--- src/rtl/addsub_chunked.sv ---
// addsub_chunked: multi-cycle two's-complement adder/subtractor.
// Operands are processed CHUNK bits per clock. The carry ripples inside a
// chunk and is registered between chunks, so the critical path is one
// CHUNK-bit adder rather than a WIDTH-bit ripple.
//
// Ports
//   clk, rst               clock, synchronous active-high reset
//   in_valid / in_ready    operand handshake (mode, a, b sampled at accept)
//   mode                   0 = a + b, 1 = a - b
//   out_valid / out_ready  result handshake
//   result                 sum/difference modulo 2^WIDTH
//   cout                   final carry (subtract: 1 = no borrow)
//   ovf, zero, neg         signed overflow, result == 0, result MSB

// One chunk of the ripple adder: {co, s} = x + y + ci.
module addsub_chunked_slice #(
    parameter int CHUNK = 4
) (
    input  logic [CHUNK-1:0] x,
    input  logic [CHUNK-1:0] y,
    input  logic             ci,
    output logic [CHUNK-1:0] s,
    output logic             co
);
    assign {co, s} = {1'b0, x} + {1'b0, y} + {{CHUNK{1'b0}}, ci};
endmodule

module addsub_chunked #(
    parameter int WIDTH = 16,
    parameter int CHUNK = 4
) (
    input  logic             clk,
    input  logic             rst,
    input  logic             in_valid,
    output logic             in_ready,
    input  logic             mode,
    input  logic [WIDTH-1:0] a,
    input  logic [WIDTH-1:0] b,
    output logic             out_valid,
    input  logic             out_ready,
    output logic [WIDTH-1:0] result,
    output logic             cout,
    output logic             ovf,
    output logic             zero,
    output logic             neg
);
    localparam int N  = WIDTH / CHUNK;
    localparam int IW = (N > 1) ? $clog2(N) : 1;

    if (WIDTH < 2 || (WIDTH % CHUNK) != 0) begin : g_param_err
        $error("addsub_chunked: WIDTH must be >= 2 and a multiple of CHUNK");
    end

    typedef enum logic [1:0] {IDLE, BUSY, DONE} state_t;

    state_t           state, state_nx;
    logic [WIDTH-1:0] a_r, b_r;     // b_r already holds b ^ {WIDTH{mode}}
    logic             carry;
    logic [IW-1:0]    idx;
    logic [CHUNK-1:0] s;
    logic             c;
    logic             last;
    logic [WIDTH-1:0] res_nx;       // result with this edge's slice merged in

    addsub_chunked_slice #(.CHUNK(CHUNK)) u_slice (
        .x  (a_r[idx*CHUNK +: CHUNK]),
        .y  (b_r[idx*CHUNK +: CHUNK]),
        .ci (carry),
        .s  (s),
        .co (c)
    );

    assign last = (idx == IW'(N - 1));

    always_comb begin
        res_nx = result;
        res_nx[idx*CHUNK +: CHUNK] = s;
    end

    always_comb begin
        state_nx = state;
        case (state)
            IDLE:    if (in_valid)  state_nx = BUSY;
            BUSY:    if (last)      state_nx = DONE;
            DONE:    if (out_ready) state_nx = IDLE;
            default:                state_nx = IDLE;
        endcase
    end

    always_ff @(posedge clk) begin
        if (rst) begin
            state     <= IDLE;
            in_ready  <= 1'b1;
            out_valid <= 1'b0;
            a_r       <= '0;
            b_r       <= '0;
            carry     <= 1'b0;
            idx       <= '0;
            result    <= '0;
            cout      <= 1'b0;
            ovf       <= 1'b0;
            zero      <= 1'b0;
            neg       <= 1'b0;
        end else begin
            state <= state_nx;
            case (state)
                IDLE: if (in_valid) begin
                    a_r      <= a;
                    b_r      <= b ^ {WIDTH{mode}};
                    carry    <= mode;   // the +1 of two's-complement negate
                    idx      <= '0;
                    in_ready <= 1'b0;
                end
                BUSY: begin
                    result <= res_nx;
                    carry  <= c;
                    idx    <= last ? '0 : idx + 1'b1;
                    if (last) begin
                        cout      <= c;
                        ovf       <= (a_r[WIDTH-1] == b_r[WIDTH-1]) &&
                                     (res_nx[WIDTH-1] != a_r[WIDTH-1]);
                        zero      <= (res_nx == '0);
                        neg       <= res_nx[WIDTH-1];
                        out_valid <= 1'b1;
                    end
                end
                DONE: if (out_ready) begin
                    out_valid <= 1'b0;
                    in_ready  <= 1'b1;
                end
                default: ;
            endcase
        end
    end
endmodule

--- config.mk ---
export PLATFORM = sky130hd
export DESIGN_NAME = addsub_chunked
export DESIGN_NICKNAME = d
export VERILOG_FILES = /design/src/rtl/addsub_chunked.sv
export SDC_FILE = /design/constraint.sdc
export NUM_CORES = 1
export LEC_CHECK = 0
export ABC_AREA = 0
export BUFFER_PORTS_ARGS = -buffer_cell sky130_fd_sc_hd__clkbuf_2
export CORE_ASPECT_RATIO = 0.9
export CORE_MARGIN = 2
export CORE_UTILIZATION = 59
export DETAILED_ROUTE_END_ITERATION = 16
export GPL_ROUTABILITY_DRIVEN = 1
export PLACE_DENSITY_LB_ADDON = 0.05
export SYNTH_ARGS = -nofsm -noshare
export SYNTH_HDL_FRONTEND = slang
export SYNTH_SLANG_ARGS = --single-unit
export TNS_END_PERCENT = 1
--- constraint.sdc ---
create_clock -name clk -period 4.9 [get_ports clk]
set_input_delay 0.245 -clock clk [delete_from_list [all_inputs] [get_ports clk]]
set_output_delay 0.245 -clock clk [all_outputs]
set_load 0.05 [all_outputs]
### Word level (Yosys, flattened, before mapping)

Cells that the tools add are included.

* flip-flop bits (word level): 59
* output and inout bits: 22

* add/sub/neg operators: 4
* eq/ne operators: 8
* shift-type cells: 4
* multiplexer cells: 16
* bitwise operators: 1
* reductions and logical operators: 12

Operators by type and width (number)
* $neg 4->34: 1
* $shift 4x34->16 const A: 1
* $shiftx 4x34->16: 1
* $shiftx 16x5->4: 2
* $bwmux 16: 1
* $logic_not 16->1: 1
* $xor 16x16->16: 1
* $mux 2: 5
* $reduce_and 3->1: 3
* $ne 2x2->1 const B: 3
* $pmux 1 s2: 3
* $pmux 2 s3: 1
* $reduce_and 2->1: 3
* $reduce_bool 2->1: 3
* $add 4x4->5: 1
* $add 5x1->5: 1
* $mux 1: 5
* $eq 2x2->1 const B: 2
* $pmux 2 s2: 1
* $add 2x1->2 const B: 1
* $eq 2x1->1 const B: 1
* $logic_not 2->1: 1
* $eq 1x1->1: 1
* $logic_and 1x1->1: 1
* $ne 1x1->1: 1

### Logic depth before layout (Yosys ltp)

Gate-level depths: netlist of run 1.

* word-level depth: 7
* mapped depth: 11
* gate-level depth less buffers: 9

### Modules after synthesis

A second synthesis of run 1 with hierarchy kept.

* cells, all modules: 314
* area, all modules: 2802.7 um2

Modules (own cells, without submodules)
* addsub_chunked: instances 1, cells each 298, area an instance 2658.8 um2, sequential area each 1181.1 um2
* addsub_chunked_slice: instances 1, cells each 16, area an instance 143.9 um2, sequential area each 0.0 um2

### Least setup slack after synthesis of run 1

OpenSTA, ideal clock, no wires.

* path type: register to register
* from: register idx[0]
* to: register zero
* arrival: 2817 ps
* data required time: 4784 ps
* setup slack: 1967 ps
* stages on the path, launching flop included: 12
* clock period less this slack: 2933 ps
* cell sequence: dfxtp_1 > buf_6 > buf_2 > mux4_2 > fa_1 > inv_1 > fa_1 > nor2_1 > nand4b_1 > nand4_1 > nor4_1 > a31o_2

* longest elaborated chain between the ends: 6

RTL lines
* start, declared: RTL line 59 `logic [IW-1:0] idx;`
* start signal, assigned: RTL line 117 `idx <= last ? '0 : idx + 1'b1;`
* $shiftx 16x5->4 (on tied branches): RTL line 66, 67
* $add 4x4->5: RTL line 25 `assign {co, s} = {1'b0, x} + {1'b0, y} + {{CHUNK{1'b0}}, ci};`
* $add 5x1->5: RTL line 25
* $shiftx 4x34->16: RTL line 77 `res_nx[idx*CHUNK +: CHUNK] = s;`
* $bwmux 16: RTL line 77
* $logic_not 16->1: RTL line 122 `zero <= (res_nx == '0);`
* end signal, assigned: RTL line 122
* end, declared: RTL line 44 `output logic zero,`

Several ways; a longest one is shown, not always the timed one.
A chain may end at the register's enable or synchronous reset.

### Worst setup path after layout of run 1

* from: register idx[0]
* to: register ovf

* longest elaborated chain between the ends: 7

RTL lines
* $shiftx 16x5->4 (on tied branches): RTL line 66, 67
* $add 4x4->5: RTL line 25
* $add 5x1->5: RTL line 25
* $shiftx 4x34->16: RTL line 77
* $bwmux 16: RTL line 77
* $ne 1x1->1: RTL line 121 `(res_nx[WIDTH-1] != a_r[WIDTH-1]);`
* $logic_and 1x1->1: RTL line 120 `ovf <= (a_r[WIDTH-1] == b_r[WIDTH-1]) &&`
* end signal, assigned: RTL line 120
* end, declared: RTL line 43 `output logic ovf,`

Several ways; a longest one is shown, not always the timed one.

==> impl_metrics.csv, run 1 <==
group,metric,value,unit
clocking,clk_latency,0.34,ns
placement,place_area,3190,µm²
grt,grtUsageMet1,35.0,%
timing,slew_headroom,33.2,%
grt,track_usage,25.4,%
power,pwr_density_cell,334,nW/µm²
setup_path,critPathArrivalTime,3.27,ns
synthesis,ys_seq_area_share,40.9,%
die,coreArea,4770,µm²
synthesis,avgSynthCellArea,8.92,µm²
setup_path,cp.required,5.15,ns
route,first_pass_iters,4,
timing,tightest_slew,0.999,ns
synthesis,ys_async_sr_fraction,0,%
timing,fmax,0.331,GHz
grt,grtUsageMet2,36.9,%
setup_path,setup.worst_path.start_class,"flip-flop",
synthesis,synth-adder-area-share,5.28,%
die,start_util,60.5,%
synthesis,synth_seq_cells,59,
timing,setup_viol,0,
route,drc,0,
synthesis,synth_compound_area_share,17.5,%
setup_path,critPathLaunch,"idx[0]",
synthesis,synth_nets,372,
route,vias_per_cell,5.58,
setup_path,cp_slowest_cell,"nor4bb_1",
min_path,hold_class,"in2reg",
run,drv_cap,0,
power,p_leak,1.33,nW
clocking,numCtsBuffers,9,
clocking,cts-root-buf,"clkbuf_8",
synthesis,ys.warnings.count,0,
clocking,holdBufCountCts,0,
grt,antenna_found_initial,0,
grt,overflow,0,
synthesis,postSynthCellCount,324,
synthesis,synth_edf_count,0,
run_status,status,"finished, final reports clean",
clocking,clockBufferDepth,2,
placement,place_hpwl,4380,µm
final_layout,drive_gt1_share,23.7,%
synthesis,ys_types,46,
clocking,cts_sinks,59,
setup_path,r2r_start,"idx[0]",
die,ios,59,
clocking,cts_htree_levels,3,
setup_path,cp-end-kind,"flip-flop",
synthesis,syn_area,2890,µm²
setup_path,path_cells,"buf_4 -> inv_1 -> ha_1 -> nor4bb_1 -> buf_4 -> nand2b_1 -> o21ai_2 -> o21ai_0 -> a311oi_1",
route,routed_wl,6350,µm
setup_path,crit_type,"reg2reg",
final_layout,area_growth,16.5,%
die,die_w,77.8,µm
timing,finalCritPeriodShare,61.6,%
route,ant_nets,0,
die,rows,24,
final_layout,design_area,3370,µm²
synthesis,synthSimpleGateAreaFrac,19.7,%
final_layout,fillCellCount,397,
timing,finalHoldViolCount,0,
die,fp.dieArea,5480,µm²
final_layout,fin_nets,422,
grt,grt_pass1_wl,10700,µm
route,drtIter0Drc,174,
final_layout,antenna_cells,0,
clocking,cts_setup_buffers,0,
placement,portBuffers,58,
synthesis,synthMuxAreaShare,6.58,%
clocking,clkTransAtPathRegs,0.06,ns
timing,tns,0,ns
timing,fin_crit,3.02,ns
grt,grt_pass1_vias,2307,
route,vias,2477,
clocking,cts-resized-gates,0,
clocking,tritoncts,"yes",
timing,fin_skew,0.00385,ns
power,vdd_drop_max,0.283,mV
min_path,min_from,"a[3]",
route,wl_per_cell,14.3,µm
synthesis,synth-xor-area-share,5.45,%
synthesis,synth_top_family_by_area,"simple AND/OR/NAND/NOR gates",
die,die-height,70.4,µm
setup_path,worst_path_most_repeated_cell,"buf_4",
grt,grt_max_degree,61,
grt,top_usage_layer,"met2",
synthesis,synthFlopType,"dfxtp_1",
setup_path,path_max_fanout,13,
grt,grtUsageMet3,10.1,%
timing,finalMaxSlewViolations,0,
timing,grt_setup_unrepaired,"false",
setup_path,critical-path-max-stage-delay,0.63,ns
placement,place.gp.congestion,0.786,
[flip-flops by register name, indices dropped and copies added (netlist names)]
name,count
zero,1
out_valid,1
ovf,1
in_ready,1
state,2
idx,2
result,16
carry,1
a_r,16
cout,1
neg,1
b_r,16
[layout make-up]
class | instances | area (µm²) | area share, %
multi-input combinational | 235 | 1590 | 47.1
sequential | 59 | 1180 | 35.1
tap | 65 | 81.3 | 2.42
clock inverter | 2 | 10.0 | 0.297
inverter | 7 | 26.3 | 0.780
timing repair buffer | 62 | 320 | 9.51
clock buffer | 14 | 163 | 4.83
[layout by cell type, fill, tap and decap left out, drive strengths merged, types with 3 or more instances in the layout]
cell type  count
a211oi        18
nor2b          5
dfxtp         59
xnor2         17
nand2b         7
a21oi         26
nor2          49
ha             9
o21ai          4
nor3           3
inv            7
mux4           8
a32oi          6
nand2         41
clkbuf        72
a22oi          7
a311oi         4
buf            4
[critical path, delay by kind of cell, from the launching register on]
kind | cells | cell delay, ns
compound gates | 3 | 0.56
fa+ha+maj | 1 | 0.41
buf+inv | 3 | 0.65
flops | 1 | 0.61
simple gates | 2 | 0.70
[per-stage QoR]
stage | setup slack (ns) | instances | hold WS [ns] | utilization [%] | power, W
after floorplan | 1.97 | 324 | 0.381 | - | 0.000688
after global placement | 1.96 | 428 | 0.444 | 66.9 | 0.000738
after detailed placement | 1.91 | 428 | 0.450 | 66.9 | 0.000740
after CTS | 1.89 | 444 | 0.113 | 70.5 | 0.00113
after global routing | 1.53 | 444 | 0.114 | 70.5 | 0.00118
final | 1.88 | 444 | 0.117 | 70.5 | 0.00113
[path summary, 6_finish.rpt]
check,to,slack [ns],cells after the start
worst max register to register,ovf,1.88,9
worst min-delay path,a_r[3],0.12,3
worst max-delay path,ovf,1.88,9
worst min register to register,a_r[3],0.46,2
[cell usage after synthesis (all sizes together), types with 2 or more instances]
cell    count  area, µm²
a311oi      4       35.0
a211oi     18        135
nand2b      7       43.8
nand3       2       10.0
nand4       2       18.8
mux4        8        180
ha          9        113
xnor2      17        149
a22oi       7       52.6
and2        2       13.8
a21oi      26        130
o21bai      2       15.0
clkbuf     13       48.8
nor4        2       12.5
o32a        2       20.0
dfxtp      59       1180
nand4b      2       17.5
a32oi       6       52.6
nor3        3       15.0
fa          2       40.0
inv         7       26.3
o21ai       4       23.8
buf        10       56.3
nor2       49        184
and4b       2       20.0
nand2      41        154
nor2b       5       31.3
[report_power, final]
group | internal (W) | total [W] | switching (W)
logic | 0.0000848 | 0.000205 | 0.000120
registers | 0.000507 | 0.000528 | 0.0000206
clock network | 0.000210 | 0.000392 | 0.000182
total | 0.000802 | 0.00113 | 0.000323
[layer usage]
metal  up-vias  wire [µm]
met2        71       2770
met4         0         65
met1      1153       3160
met5         -          0
met3         5        364
li1       1248          -
[logic make-up after synthesis]
logic type | count (synthesis)
adder cells (fa/ha/maj) | 11
multiplexers | 9
XOR/XNOR | 18
AND/OR/NAND/NOR | 123
AO/OA/AOI/OAI | 74
buffers and inverters | 30
flip-flops | 59
No activity file was read; power rests on OpenSTA's default activity.
==> run 2, diff against run 1 <==
--- a/config.mk
+++ b/config.mk
@@ -9,7 +9,7 @@
 export BUFFER_PORTS_ARGS = -buffer_cell sky130_fd_sc_hd__clkbuf_2
 export CORE_ASPECT_RATIO = 0.9
 export CORE_MARGIN = 2
-export CORE_UTILIZATION = 59
+export CORE_UTILIZATION = 54
 export DETAILED_ROUTE_END_ITERATION = 16
 export GPL_ROUTABILITY_DRIVEN = 1
 export PLACE_DENSITY_LB_ADDON = 0.05
==> constraint.sdc (replaced) <==
create_clock -name clk -period 3.07 [get_ports clk]
set_input_delay 0.1535 -clock clk [delete_from_list [all_inputs] [get_ports clk]]
set_output_delay 0.1535 -clock clk [all_outputs]
set_load 0.05 [all_outputs]
==> run 2 against run 1 <==
Clock skew increased by 0.0030 ns. Non-clock buffer count increased by 5. Global-route usage decreased by 0.56 points. Clock power increased by 93%. Sequential power increased by 59%. Worst hold slack got worse by 0.088 ns. Critical path type unchanged. Critical endpoint is now zero.
==> impl_metrics.csv, run 2 (same netlist as run 1, synthesis figures left out) <==
group,metric,value,unit
placement,place_area,3230,µm²
clocking,cts_sinks,59,
final_layout,stdcell_count,450,
placement,place_hpwl,4680,µm
timing,fmax,0.355,GHz
clocking,tritoncts,"yes",
clocking,holdBufCountCts,0,
clocking,clk_latency,0.34,ns
die,die_w,81.1,µm
setup_path,cp-end-kind,"flip-flop",
final_layout,area_growth,19.3,%
grt,overflow,0,
route,first_pass_iters,4,
route,wl_per_cell,14.9,µm
timing,fin_crit,2.81,ns
setup_path,cp_slowest_cell,"mux4_2",
setup_path,worst_path_most_repeated_cell,"fa_1",
run,drv_cap,0,
final_layout,most-common-layout-cells,"59 x dfxtp_1, 58 x clkbuf_2, 48 x nor2_1",
route,routed_wl,6690,µm
min_path,hold_class,"in2reg",
timing,finalCritPeriodShare,91.7,%
final_layout,fillCellCount,472,
timing,finalHoldViolCount,0,
placement,place.gp.congestion,0.818,
clocking,cts-resized-gates,0,
clocking,cts_htree_levels,3,
clocking,clockBufferDepth,2,
die,start_util,55.7,%
power,vdd_drop_max,0.319,mV
timing,tns,0,ns
grt,grt_max_degree,60,
grt,grt_pass1_wl,11000,µm
setup_path,cp.required,3.31,ns
grt,antenna_found_initial,0,
power,p_leak,1.38,nW
grt,grt_pass1_vias,2285,
setup_path,path_cells,"mux4_2 -> fa_1 -> inv_1 -> fa_1 -> nor2_1 -> nand4b_1 -> nand4_1 -> nor4_1 -> a31o_2",
timing,fin_skew,0.00683,ns
timing,tightest_slew,0.627,ns
final_layout,reg_top3,"a_r: 16 flops, b_r: 16 flops, result: 16 flops",
die,fp.dieArea,5950,µm²
clocking,numCtsBuffers,9,
timing,setup_viol,0,
die,die-height,73.4,µm
run_status,status,"finished, final reports clean",
timing,slew_headroom,57.9,%
placement,numPlacedInstances,435,
die,rows,25,
grt,track_usage,24.8,%
timing,finalMaxSlewViolations,0,
placement,portBuffers,58,
final_layout,fin_nets,427,
route,drc,0,
route,drtIter0Drc,98,
setup_path,crit_type,"reg2reg",
setup_path,critPathArrivalTime,3.05,ns
clocking,cts-root-buf,"clkbuf_8",
die,coreArea,5190,µm²
route,ant_nets,0,
die,ios,59,
final_layout,drive_gt1_share,25.1,%
clocking,clkTransAtPathRegs,0.07,ns
setup_path,critical-path-max-stage-delay,0.56,ns
final_layout,layout_commonest_cell,"dfxtp_1",
timing,grt_setup_unrepaired,"false",
setup_path,path_max_fanout,4,
final_layout,design_area,3450,µm²
route,vias,2524,
final_layout,postLayoutCoreUtil,66.4,%
route,vias_per_cell,5.61,
final_layout,antenna_cells,0,
clocking,cts_setup_buffers,0,
power,pwr_density_cell,561,nW/µm²
setup_path,setup.worst_path.start_class,"flip-flop",
## run 2: cell count changes in the layout (fill, tap and decap cells not counted)
cell / previous run / this run
clkinv_2: 2 / 0
clkbuf_8: 11 / 13
bufinv_16: 0 / 1
buf_4: 4 / 9
clkbuf_1: 3 / 1
## run 2: report_power, final
group          switching [W]  internal (W)
combinational       0.000196      0.000141
sequential         0.0000314      0.000810
clock               0.000297      0.000460
## run 2: final cells by class
class | instances | area (µm²) | area share (%)
flip-flops and latches | 59 | 1180 | 34.3
multi-input cells | 235 | 1590 | 46.0
inverters | 7 | 26.3 | 0.762
well taps | 67 | 83.8 | 2.43
clock buffers | 14 | 183 | 5.30
repair buffers | 67 | 358 | 10.4
clock inverters | 1 | 30.0 | 0.871
## run 2: routing by layer
layer | routed length [µm] | global-route usage (%)
met5 | 0 | 0
met2 | 2850 | 36.3
met3 | 358 | 5.90
met4 | 146 | 10.9
met1 | 3340 | 35.0
## run 2: through the flow
stage / setup WS, ns / total power, W / hold slack [ns]
after floorplan: 0.137 / 0.00110 / 0.289
after global placement: 0.394 / 0.00119 / 0.377
after global routing: 0.0751 / 0.00202 / 0.0322
final: 0.256 / 0.00193 / 0.0289
after CTS: 0.252 / 0.00195 / 0.0184
after detailed placement: 0.259 / 0.00119 / 0.382
## run 2: worst paths after layout
path | endpoint | cells past startpoint | startpoint | slack [ns]
worst max-delay path | zero | 9 | idx[0] | 0.26
worst min-delay path | a_r[10] | 3 | a[10] | 0.03
worst max register to register | zero | 9 | idx[0] | 0.26
worst min register to register | a_r[5] | 2 | a_r[5] | 0.46
## run 2: worst max-delay path, delay by kind of cell, from the launching register on
kind	cells	cell delay (ns)
flops	1	0.45
simple gates	4	0.50
compound gates	1	0.23
mux	1	0.56
fa+ha+maj	2	0.88
buf+inv	1	0.08
